## src/rtl/qbus_pkg.sv

```systemverilog
`default_nettype none
// ============================================================================
//  Module      : qbus_pkg
//  Description : Shared types, constants and helpers for the Q-bus target.
//  Revision    : 1.0  initial release
// ============================================================================
package qbus_pkg;

    // Depth of the strobe synchronizer chain.
    localparam int c_SYNC_STAGES = 2;

    // Legal range of the reply delay; out-of-range values are clamped.
    localparam int c_RPLY_DLY_MIN = 1;
    localparam int c_RPLY_DLY_MAX = 7;

    typedef enum logic [2:0] {
        S_IDLE  = 3'd0,
        S_ADDR  = 3'd1,
        S_RDATA = 3'd2,
        S_WDATA = 3'd3,
        S_REPLY = 3'd4,
        S_HOLD  = 3'd5,
        S_IAK   = 3'd6
    } state_t;

    // Kind of transfer in progress; selects which strobe ends HOLD.
    typedef enum logic [1:0] {
        K_READ  = 2'd0,
        K_WRITE = 2'd1,
        K_IAK   = 2'd2
    } kind_t;

    // Word index of a byte address inside a window of 2**aw words.
    function automatic int word_index(input logic [15:0] addr, input int aw);
        return int'(addr >> 1) & ((1 << aw) - 1);
    endfunction

endpackage
`default_nettype wire

```

## src/rtl/qbus_slave_mem_if.sv

```systemverilog
`default_nettype none
// ============================================================================
//  Module      : qbus_slave_mem_if
//  Description : Q-bus pin bundle between a bus master and the target.
//  Revision    : 1.0  initial release
// ============================================================================
interface qbus_slave_mem_if;

    logic [15:0] PIN_nAD_in;
    logic [15:0] PIN_nAD_out;
    logic        PIN_AD_oe;
    logic        PIN_nSYNC;
    logic        PIN_nDIN;
    logic        PIN_nDOUT;
    logic        PIN_nWTBT;
    logic        PIN_nRPLY;
    logic        PIN_nIAKI;
    logic        PIN_nIAKO;
    logic        PIN_nVIRQ;
    logic        irq_set;

    modport master (
        output PIN_nAD_in, PIN_nSYNC, PIN_nDIN, PIN_nDOUT, PIN_nWTBT,
               PIN_nIAKI, irq_set,
        input  PIN_nAD_out, PIN_AD_oe, PIN_nRPLY, PIN_nIAKO, PIN_nVIRQ
    );

    modport slave (
        input  PIN_nAD_in, PIN_nSYNC, PIN_nDIN, PIN_nDOUT, PIN_nWTBT,
               PIN_nIAKI, irq_set,
        output PIN_nAD_out, PIN_AD_oe, PIN_nRPLY, PIN_nIAKO, PIN_nVIRQ
    );

endinterface
`default_nettype wire

```

## src/rtl/qbus_insync.sv

```systemverilog
`default_nettype none
// ============================================================================
//  Module      : qbus_insync
//  Description : Input register bank. Bus data and nWTBT get one stage,
//                strobes get c_SYNC_STAGES; also flags the nSYNC fall.
//  Revision    : 1.0  initial release
// ============================================================================
module qbus_insync
    import qbus_pkg::*;
(
    input  wire logic        clk,
    input  wire logic        rst,
    input  wire logic [15:0] i_nad,
    input  wire logic        i_nsync,
    input  wire logic        i_ndin,
    input  wire logic        i_ndout,
    input  wire logic        i_nwtbt,
    input  wire logic        i_niaki,
    output logic      [15:0] o_nad1,
    output logic             o_nwtbt1,
    output logic             o_sync_fall,
    output logic             o_nsync2,
    output logic             o_ndin2,
    output logic             o_ndout2,
    output logic             o_niaki2
);

    logic [15:0] r_nad1;
    logic        r_nwtbt1;
    // Strobe bundle per stage: {nIAKI, nDOUT, nDIN, nSYNC}.
    logic [3:0]  r_strb [c_SYNC_STAGES];

    // Sample the raw pins and shift the strobes down the chain.
    always_ff @(posedge clk or posedge rst) begin
        if (rst) begin
            r_nad1   <= 16'hFFFF;
            r_nwtbt1 <= 1'b1;
            for (int i = 0; i < c_SYNC_STAGES; i++) begin
                r_strb[i] <= 4'hF;
            end
        end else begin
            r_nad1    <= i_nad;
            r_nwtbt1  <= i_nwtbt;
            r_strb[0] <= {i_niaki, i_ndout, i_ndin, i_nsync};
            for (int i = 1; i < c_SYNC_STAGES; i++) begin
                r_strb[i] <= r_strb[i-1];
            end
        end
    end

    assign o_nad1      = r_nad1;
    assign o_nwtbt1    = r_nwtbt1;
    // Stage 1 low while the later stage still high: nSYNC just fell.
    assign o_sync_fall = r_strb[c_SYNC_STAGES-1][0] & ~r_strb[0][0];
    assign o_nsync2    = r_strb[c_SYNC_STAGES-1][0];
    assign o_ndin2     = r_strb[c_SYNC_STAGES-1][1];
    assign o_ndout2    = r_strb[c_SYNC_STAGES-1][2];
    assign o_niaki2    = r_strb[c_SYNC_STAGES-1][3];

endmodule
`default_nettype wire

```

## src/rtl/qbus_slave_mem.sv

```systemverilog
`default_nettype none
// ============================================================================
//  Module      : qbus_slave_mem
//  Description : Q-bus target serving DATI/DATO/DATOB from a small register
//                file, plus a daisy-chained interrupt source.
//  Revision    : 1.0  initial release
// ============================================================================
module qbus_slave_mem
    import qbus_pkg::*;
#(
    parameter logic [15:0] BASE     = 16'o172140,
    parameter int          AW       = 2,
    parameter int          RPLY_DLY = 2,
    parameter logic [15:0] VECTOR   = 16'o000300
)(
    input  wire logic       PIN_CLK,
    input  wire logic       PIN_RST,
    qbus_slave_mem_if.slave bus
);

    localparam int         c_DLY   = (RPLY_DLY < c_RPLY_DLY_MIN) ? c_RPLY_DLY_MIN :
                                     (RPLY_DLY > c_RPLY_DLY_MAX) ? c_RPLY_DLY_MAX : RPLY_DLY;
    // Clocks spent in RDATA/WDATA; the last of them presents read data.
    localparam logic [2:0] c_WAIT  = 3'(c_DLY - 1);
    localparam int         c_WORDS = 1 << AW;

    logic [15:0] w_nad1;
    logic        w_nwtbt1, w_sync_fall, w_nsync2, w_ndin2, w_ndout2, w_niaki2;

    qbus_insync u_insync (
        .clk         (PIN_CLK),
        .rst         (PIN_RST),
        .i_nad       (bus.PIN_nAD_in),
        .i_nsync     (bus.PIN_nSYNC),
        .i_ndin      (bus.PIN_nDIN),
        .i_ndout     (bus.PIN_nDOUT),
        .i_nwtbt     (bus.PIN_nWTBT),
        .i_niaki     (bus.PIN_nIAKI),
        .o_nad1      (w_nad1),
        .o_nwtbt1    (w_nwtbt1),
        .o_sync_fall (w_sync_fall),
        .o_nsync2    (w_nsync2),
        .o_ndin2     (w_ndin2),
        .o_ndout2    (w_ndout2),
        .o_niaki2    (w_niaki2)
    );

    state_t      r_state, w_state_nxt;
    kind_t       r_kind, w_kind_nxt;
    logic [2:0]  r_cnt, w_cnt_nxt;
    logic [15:0] r_addr;
    logic        r_wtbt, r_sel, r_pending;
    logic [15:0] r_mem [c_WORDS];

    logic          w_we, w_clr_pend, w_abort, w_iak_req, w_oe;
    logic [1:0]    w_be;
    logic [15:0]   w_wdata, w_rdata;
    logic [AW-1:0] w_idx;

    assign w_idx     = AW'(word_index(r_addr, AW));
    assign w_wdata   = ~w_nad1;
    // IAK strobes are only meaningful while nSYNC is idle.
    assign w_iak_req = w_nsync2 & ~w_ndin2 & ~w_niaki2;
    // nSYNC going away cancels a data cycle; IAK runs with nSYNC high.
    assign w_abort   = w_nsync2 && (r_kind != K_IAK);
    // Byte lanes: a byte cycle needs wtbt at address time and nWTBT low now.
    assign w_be      = (r_wtbt && !w_nwtbt1) ? (r_addr[0] ? 2'b10 : 2'b01) : 2'b11;

    // Capture address, byte-mode flag and window hit at the start of a cycle.
    always_ff @(posedge PIN_CLK or posedge PIN_RST) begin
        if (PIN_RST) begin
            r_addr <= 16'h0000;
            r_wtbt <= 1'b0;
            r_sel  <= 1'b0;
        end else if (w_sync_fall) begin
            r_addr <= ~w_nad1;
            r_wtbt <= ~w_nwtbt1;
            r_sel  <= ((~w_nad1) >> (AW + 1)) == (BASE >> (AW + 1));
        end
    end

    // FSM state, transfer kind and wait counter registers.
    always_ff @(posedge PIN_CLK or posedge PIN_RST) begin
        if (PIN_RST) begin
            r_state <= S_IDLE;
            r_kind  <= K_READ;
            r_cnt   <= 3'd0;
        end else begin
            r_state <= w_state_nxt;
            r_kind  <= w_kind_nxt;
            r_cnt   <= w_cnt_nxt;
        end
    end

    // Next-state logic; also produces the write strobe and pending clear.
    always_comb begin
        w_state_nxt = r_state;
        w_kind_nxt  = r_kind;
        w_cnt_nxt   = r_cnt;
        w_we        = 1'b0;
        w_clr_pend  = 1'b0;
        case (r_state)
            S_IDLE: begin
                if (w_sync_fall) begin
                    w_state_nxt = S_ADDR;
                end else if (w_iak_req && r_pending) begin
                    w_state_nxt = S_IAK;
                    w_kind_nxt  = K_IAK;
                end
            end
            S_ADDR: begin
                if (w_nsync2) begin
                    w_state_nxt = S_IDLE;
                end else if (r_sel && !w_ndin2) begin
                    w_kind_nxt  = K_READ;
                    w_cnt_nxt   = c_WAIT;
                    w_state_nxt = (c_WAIT == 3'd0) ? S_REPLY : S_RDATA;
                end else if (r_sel && !w_ndout2) begin
                    w_kind_nxt  = K_WRITE;
                    w_cnt_nxt   = c_WAIT;
                    w_state_nxt = (c_WAIT == 3'd0) ? S_REPLY : S_WDATA;
                    w_we        = (c_WAIT == 3'd0);
                end
            end
            S_RDATA: begin
                if (w_abort) begin
                    w_state_nxt = S_IDLE;
                end else if (r_cnt <= 3'd1) begin
                    w_state_nxt = S_REPLY;
                end else begin
                    w_cnt_nxt = r_cnt - 3'd1;
                end
            end
            S_WDATA: begin
                if (w_abort) begin
                    w_state_nxt = S_IDLE;
                end else if (r_cnt <= 3'd1) begin
                    w_we        = 1'b1;
                    w_state_nxt = S_REPLY;
                end else begin
                    w_cnt_nxt = r_cnt - 3'd1;
                end
            end
            S_REPLY: begin
                w_state_nxt = w_abort ? S_IDLE : S_HOLD;
            end
            S_HOLD: begin
                if (w_abort) begin
                    w_state_nxt = S_IDLE;
                end else if ((r_kind == K_WRITE) ? w_ndout2 : w_ndin2) begin
                    w_state_nxt = S_IDLE;
                end
            end
            S_IAK: begin
                w_clr_pend  = 1'b1;
                w_state_nxt = S_REPLY;
            end
            default: begin
                w_state_nxt = S_IDLE;
            end
        endcase
    end

    // Register file with per-byte write enables.
    always_ff @(posedge PIN_CLK or posedge PIN_RST) begin
        if (PIN_RST) begin
            for (int i = 0; i < c_WORDS; i++) begin
                r_mem[i] <= 16'h0000;
            end
        end else if (w_we) begin
            if (w_be[0]) r_mem[w_idx][7:0]  <= w_wdata[7:0];
            if (w_be[1]) r_mem[w_idx][15:8] <= w_wdata[15:8];
        end
    end

    // Pending interrupt; a new request wins over the acknowledge clear.
    always_ff @(posedge PIN_CLK or posedge PIN_RST) begin
        if (PIN_RST) begin
            r_pending <= 1'b0;
        end else if (bus.irq_set) begin
            r_pending <= 1'b1;
        end else if (w_clr_pend) begin
            r_pending <= 1'b0;
        end
    end

    // Outputs decode directly from registered state so reset clears them at once.
    assign w_oe    = ((r_state == S_RDATA) && (r_cnt == 3'd1)) ||
                     (r_state == S_IAK) ||
                     (((r_state == S_REPLY) || (r_state == S_HOLD)) && (r_kind != K_WRITE));
    assign w_rdata = (r_kind == K_IAK) ? VECTOR : r_mem[w_idx];

    assign bus.PIN_AD_oe   = w_oe;
    assign bus.PIN_nAD_out = w_oe ? ~w_rdata : 16'hFFFF;
    assign bus.PIN_nRPLY   = ~((r_state == S_REPLY) || (r_state == S_HOLD));
    assign bus.PIN_nVIRQ   = ~r_pending;
    assign bus.PIN_nIAKO   = ~((r_state == S_IDLE) && w_iak_req && !r_pending);

endmodule
`default_nettype wire

```

## src/flat_wrapper.sv

```systemverilog
// flat-port wrapper written by rule: the top's interface ports become plain ports
module qbus_slave_mem_flat import qbus_pkg::*;
#(
    parameter logic [15:0] BASE     = 16'o172140,
    parameter int          AW       = 2,
    parameter int          RPLY_DLY = 2,
    parameter logic [15:0] VECTOR   = 16'o000300
)
  (PIN_CLK, PIN_RST, bus_PIN_nAD_in, bus_PIN_nSYNC, bus_PIN_nDIN, bus_PIN_nDOUT, bus_PIN_nWTBT, bus_PIN_nIAKI, bus_irq_set, bus_PIN_nAD_out, bus_PIN_AD_oe, bus_PIN_nRPLY, bus_PIN_nIAKO, bus_PIN_nVIRQ);
  qbus_slave_mem_if bus_i ();
  input  wire logic PIN_CLK;
  input  wire logic PIN_RST;
  input wire logic [$bits(bus_i.PIN_nAD_in)-1:0] bus_PIN_nAD_in;
  input wire logic [$bits(bus_i.PIN_nSYNC)-1:0] bus_PIN_nSYNC;
  input wire logic [$bits(bus_i.PIN_nDIN)-1:0] bus_PIN_nDIN;
  input wire logic [$bits(bus_i.PIN_nDOUT)-1:0] bus_PIN_nDOUT;
  input wire logic [$bits(bus_i.PIN_nWTBT)-1:0] bus_PIN_nWTBT;
  input wire logic [$bits(bus_i.PIN_nIAKI)-1:0] bus_PIN_nIAKI;
  input wire logic [$bits(bus_i.irq_set)-1:0] bus_irq_set;
  output wire logic [$bits(bus_i.PIN_nAD_out)-1:0] bus_PIN_nAD_out;
  output wire logic [$bits(bus_i.PIN_AD_oe)-1:0] bus_PIN_AD_oe;
  output wire logic [$bits(bus_i.PIN_nRPLY)-1:0] bus_PIN_nRPLY;
  output wire logic [$bits(bus_i.PIN_nIAKO)-1:0] bus_PIN_nIAKO;
  output wire logic [$bits(bus_i.PIN_nVIRQ)-1:0] bus_PIN_nVIRQ;
  assign bus_i.PIN_nAD_in = bus_PIN_nAD_in;
  assign bus_i.PIN_nSYNC = bus_PIN_nSYNC;
  assign bus_i.PIN_nDIN = bus_PIN_nDIN;
  assign bus_i.PIN_nDOUT = bus_PIN_nDOUT;
  assign bus_i.PIN_nWTBT = bus_PIN_nWTBT;
  assign bus_i.PIN_nIAKI = bus_PIN_nIAKI;
  assign bus_i.irq_set = bus_irq_set;
  assign bus_PIN_nAD_out = bus_i.PIN_nAD_out;
  assign bus_PIN_AD_oe = bus_i.PIN_AD_oe;
  assign bus_PIN_nRPLY = bus_i.PIN_nRPLY;
  assign bus_PIN_nIAKO = bus_i.PIN_nIAKO;
  assign bus_PIN_nVIRQ = bus_i.PIN_nVIRQ;
  qbus_slave_mem #(.BASE(BASE), .AW(AW), .RPLY_DLY(RPLY_DLY), .VECTOR(VECTOR)) u_core (.PIN_CLK(PIN_CLK), .PIN_RST(PIN_RST), .bus(bus_i));
endmodule
```

## config.mk

```make
export PLATFORM = sky130hd
export DESIGN_NAME = qbus_slave_mem_flat
export DESIGN_NICKNAME = d
export VERILOG_FILES = /design/src/rtl/qbus_pkg.sv /design/src/rtl/qbus_slave_mem_if.sv /design/src/rtl/qbus_insync.sv /design/src/rtl/qbus_slave_mem.sv /design/src/flat_wrapper.sv
export SDC_FILE = /design/constraint.sdc
export NUM_CORES = 1
export LEC_CHECK = 0
export ABC_AREA = 1
export CORE_MARGIN = 2
export CORE_UTILIZATION = 25
export DETAILED_ROUTE_END_ITERATION = 12
export SLEW_MARGIN = 20
export SYNTH_ARGS = -nofsm -noshare
export SYNTH_HDL_FRONTEND = slang
export SYNTH_SLANG_ARGS = --single-unit
export TNS_END_PERCENT = 10
```

## constraint.sdc

```tcl
create_clock -name PIN_CLK -period 4.5 [get_ports PIN_CLK]
set_input_delay 0.9 -clock PIN_CLK [delete_from_list [all_inputs] [get_ports PIN_CLK]]
set_output_delay 0.9 -clock PIN_CLK [all_outputs]
set_load 0.1 [all_outputs]
```

==> metrics.yaml <==
fin_crit_sh_pct: 75.2
synth.area.top_cells: "dfrtp_1, dfstp_2, nand2_1"
yosysSeqAreaShare_pct: 55.8
n_antenna_cell: 0
setup_tns_ps: 0
path_clk_slew_ps: 70
clkLatencyLatePin_ps: 360
endpoint_kind: "primary output"
grt_setup_unrepaired: "no"
netlist_area_um2: 4680
wirelength_um: 10900
critPathKind: "flop to primary output"
final_cell_area_um2: 5560
min_path_type: "flop to flop"
portBuffers: 43
relSlewSlack_pct: 34.9
mostFrequentLayoutCell: "nand2_1"
cp.required_ps: 3600
worstPathBufferInverterCount: 2
grt_pass1_wl_um: 18300
cts_hold_buffers: 0
start_util_pct: 25.3
numCtsBuffers: 9
grt_pass1_vias: 3639
period_needed_ps: 3390
grt_usage_pct: 11.8
die_h_um: 141
drive_above_1_share_pct: 18.9
final-max-slew-violation-count: 0
cts_root_buf: "clkbuf_16"
syn_to_final_growth_pct: 18.8
vias: 3569
nets: 588
via_per_inst: 4.46
cpMaxStageDelayCell: "clkdlybuf4s50_1"
cts_num_sinks: 103
p_leak_nw: 2.54
ys_ff_latch: 103
routabilityCongestion: 0.808
whs_ps: 355
crit_path_start_kind: "flop"
power_density_nw_per_um2: 540
fp.dieW_um: 141
worstPathMaxFanout: 3
synth_top_area_share_pct: 41.7
cpPeakStageDelay_ps: 1160
synth_area_leader_cell: "dfrtp_1"
remaining_drc_errors: 0
peakVddDrop_v: 0.000255
setup_viol: 0
fmax_mhz: 295
fp-row-count: 50
syn_avg_cell_area_um2: 9.00
synth_nets: 546
wire_per_inst_um: 13.6
cts_resized: 0
post_cts.repair.setup_buffers: 0
status: "finished clean"
crit_top_cell: "nand2_1"
crit_chain: "inv_1 > ha_1 > nand2_1 > nand2_1 > nand2_1 > nand2_1 > clkdlybuf4s50_1"
ant_nets: 0
yosysWarnings: 0
drt_iter0_markers: 190
placed_area_um2: 5270
worst_pin_slew_ps: 976
layout_common_cells: "nand2_1, dfrtp_1, o21ai_0"
grt_start_max_net_pins: 54
cp_top_family: "buffers and inverters"
cap_violations: 0
ys_types: 33
antenna_found_initial: 0
syn_inst: 520
skew_ps: 13.8
cts_buffer_depth: 2
place_hpwl_um: 7520
hold_viol: 0
num_io_pins: 44
tritoncts: "yes"
dieArea_um2: 19800
grt-ovfl-total: 0
first_pass_iters: 4
ctsHtreeMaxLevel: 3
total_power_mw: 3.00
crit_arrival_ps: 2490
coreArea_um2: 18500
==> cells by family after synthesis <==
logic type / count (synthesis) / share of synthesized area (%)
buf+inv: 72 / 7.19
fa+ha+maj: 2 / 0.535
flops: 103 / 55.8
simple gates: 247 / 23.2
compound gates: 96 / 13.3
==> worst reg2reg max path: stages (launching register included) <==
cell     delay [ps]
dfrtp_1         400
inv_1            90
ha_1            140
nand2_1          70
nand2_1         130
inv_1            80
nor2_4          470
nand2_1         490
o21ai_0         310
==> worst paths after layout <==
kind / startpoint / end / slack, ps / cells past startpoint
worst max-delay path: u_core.r_cnt[1]$_DFFE_PP0P_ / bus_PIN_AD_oe / 1110 / 7
worst min-delay path: u_core.u_insync.r_strb[5]$_DFF_PP1_ / u_core.u_insync.o_ndin2$_DFF_PP1_ / 360 / 0
worst max register to register: u_core.r_cnt[1]$_DFFE_PP0P_ / u_core.r_mem[49]$_DFFE_PP0P_ / 2230 / 8
worst min register to register: u_core.u_insync.r_strb[5]$_DFF_PP1_ / u_core.u_insync.o_ndin2$_DFF_PP1_ / 360 / 0
max in group asynchronous: PIN_RST / u_core.u_insync.o_nad1[14]$_DFF_PP1_ / 2630 / 3
min in group asynchronous: PIN_RST / u_core.r_pending$_DFFE_PP0P_ / 990 / 2
==> metrics by stage <==
| stage | cells | setup WS [ps] | utilization (%) |
|---|---|---|---|
| 6_report | 801 | 1110 | 30.0 |
| 5_1_grt | 801 | 961 | 30.0 |
| 4_1_cts | 801 | 1080 | 30.0 |
| 3_5_place_dp | 785 | 1480 | 28.4 |
| 3_3_place_gp | 785 | 1490 | 28.4 |
| 2_1_floorplan | 520 | 537 | - |
==> state kept, by name (all words and copies together) (netlist names) <==
| signal | cells |
|---|---|
| u_core.u_insync.o_ndin2 | 1 |
| u_core.u_insync.o_niaki2 | 1 |
| u_core.r_state | 3 |
| u_core.r_cnt | 3 |
| u_core.u_insync.r_strb | 4 |
| u_core.u_insync.o_nsync2 | 1 |
| u_core.r_wtbt | 1 |
| u_core.u_insync.o_nad1 | 16 |
| u_core.r_kind | 2 |
| u_core.r_sel | 1 |
| u_core.u_insync.o_nwtbt1 | 1 |
| u_core.r_addr | 3 |
| u_core.r_mem | 64 |
| u_core.r_pending | 1 |
| u_core.u_insync.o_ndout2 | 1 |
==> where the power goes <==
group          leakage (nW)  total [mW]  internal, mW  switching [mW]
registers              1.30        1.34          1.19           0.152
clock network         0.145       0.767         0.400           0.368
logic                  1.10       0.891         0.285           0.606
==> cells in the mapped netlist, drive strengths merged <==
cell and number:
inv 53, clkinv 3, dfstp 25, a21boi 1, a21oi 2, nor3 3, nand2 180, a21o 1
clkbuf 4, nand3b 1, a22oi 3, a22o 1, nor4 1, o21ai 84, dfrtp 78, nand4 22
or2 1, o2111ai 4, ha 2, nand3 15, nor2 24, buf 12
==> cell type report <==
cell class | count | area (um2)
Clock buffer | 10 | 239
Tap cell | 234 | 293
Timing Repair Buffer | 47 | 420
Multi-Input combinational cell | 345 | 1730
Sequential cell | 103 | 2610
Clock inverter | 6 | 51.3
Inverter | 56 | 213
Fill cell | 1959 | 13000
==> layer usage <==
layer	track usage (%)	vias up	wire, um
met3	2.55	18	379
met5	0	-	0
met2	18.9	61	5110
li1	-	1777	-
met1	15.2	1713	5150
met4	5.84	0	286
Power figures use the tool's default switching activity.
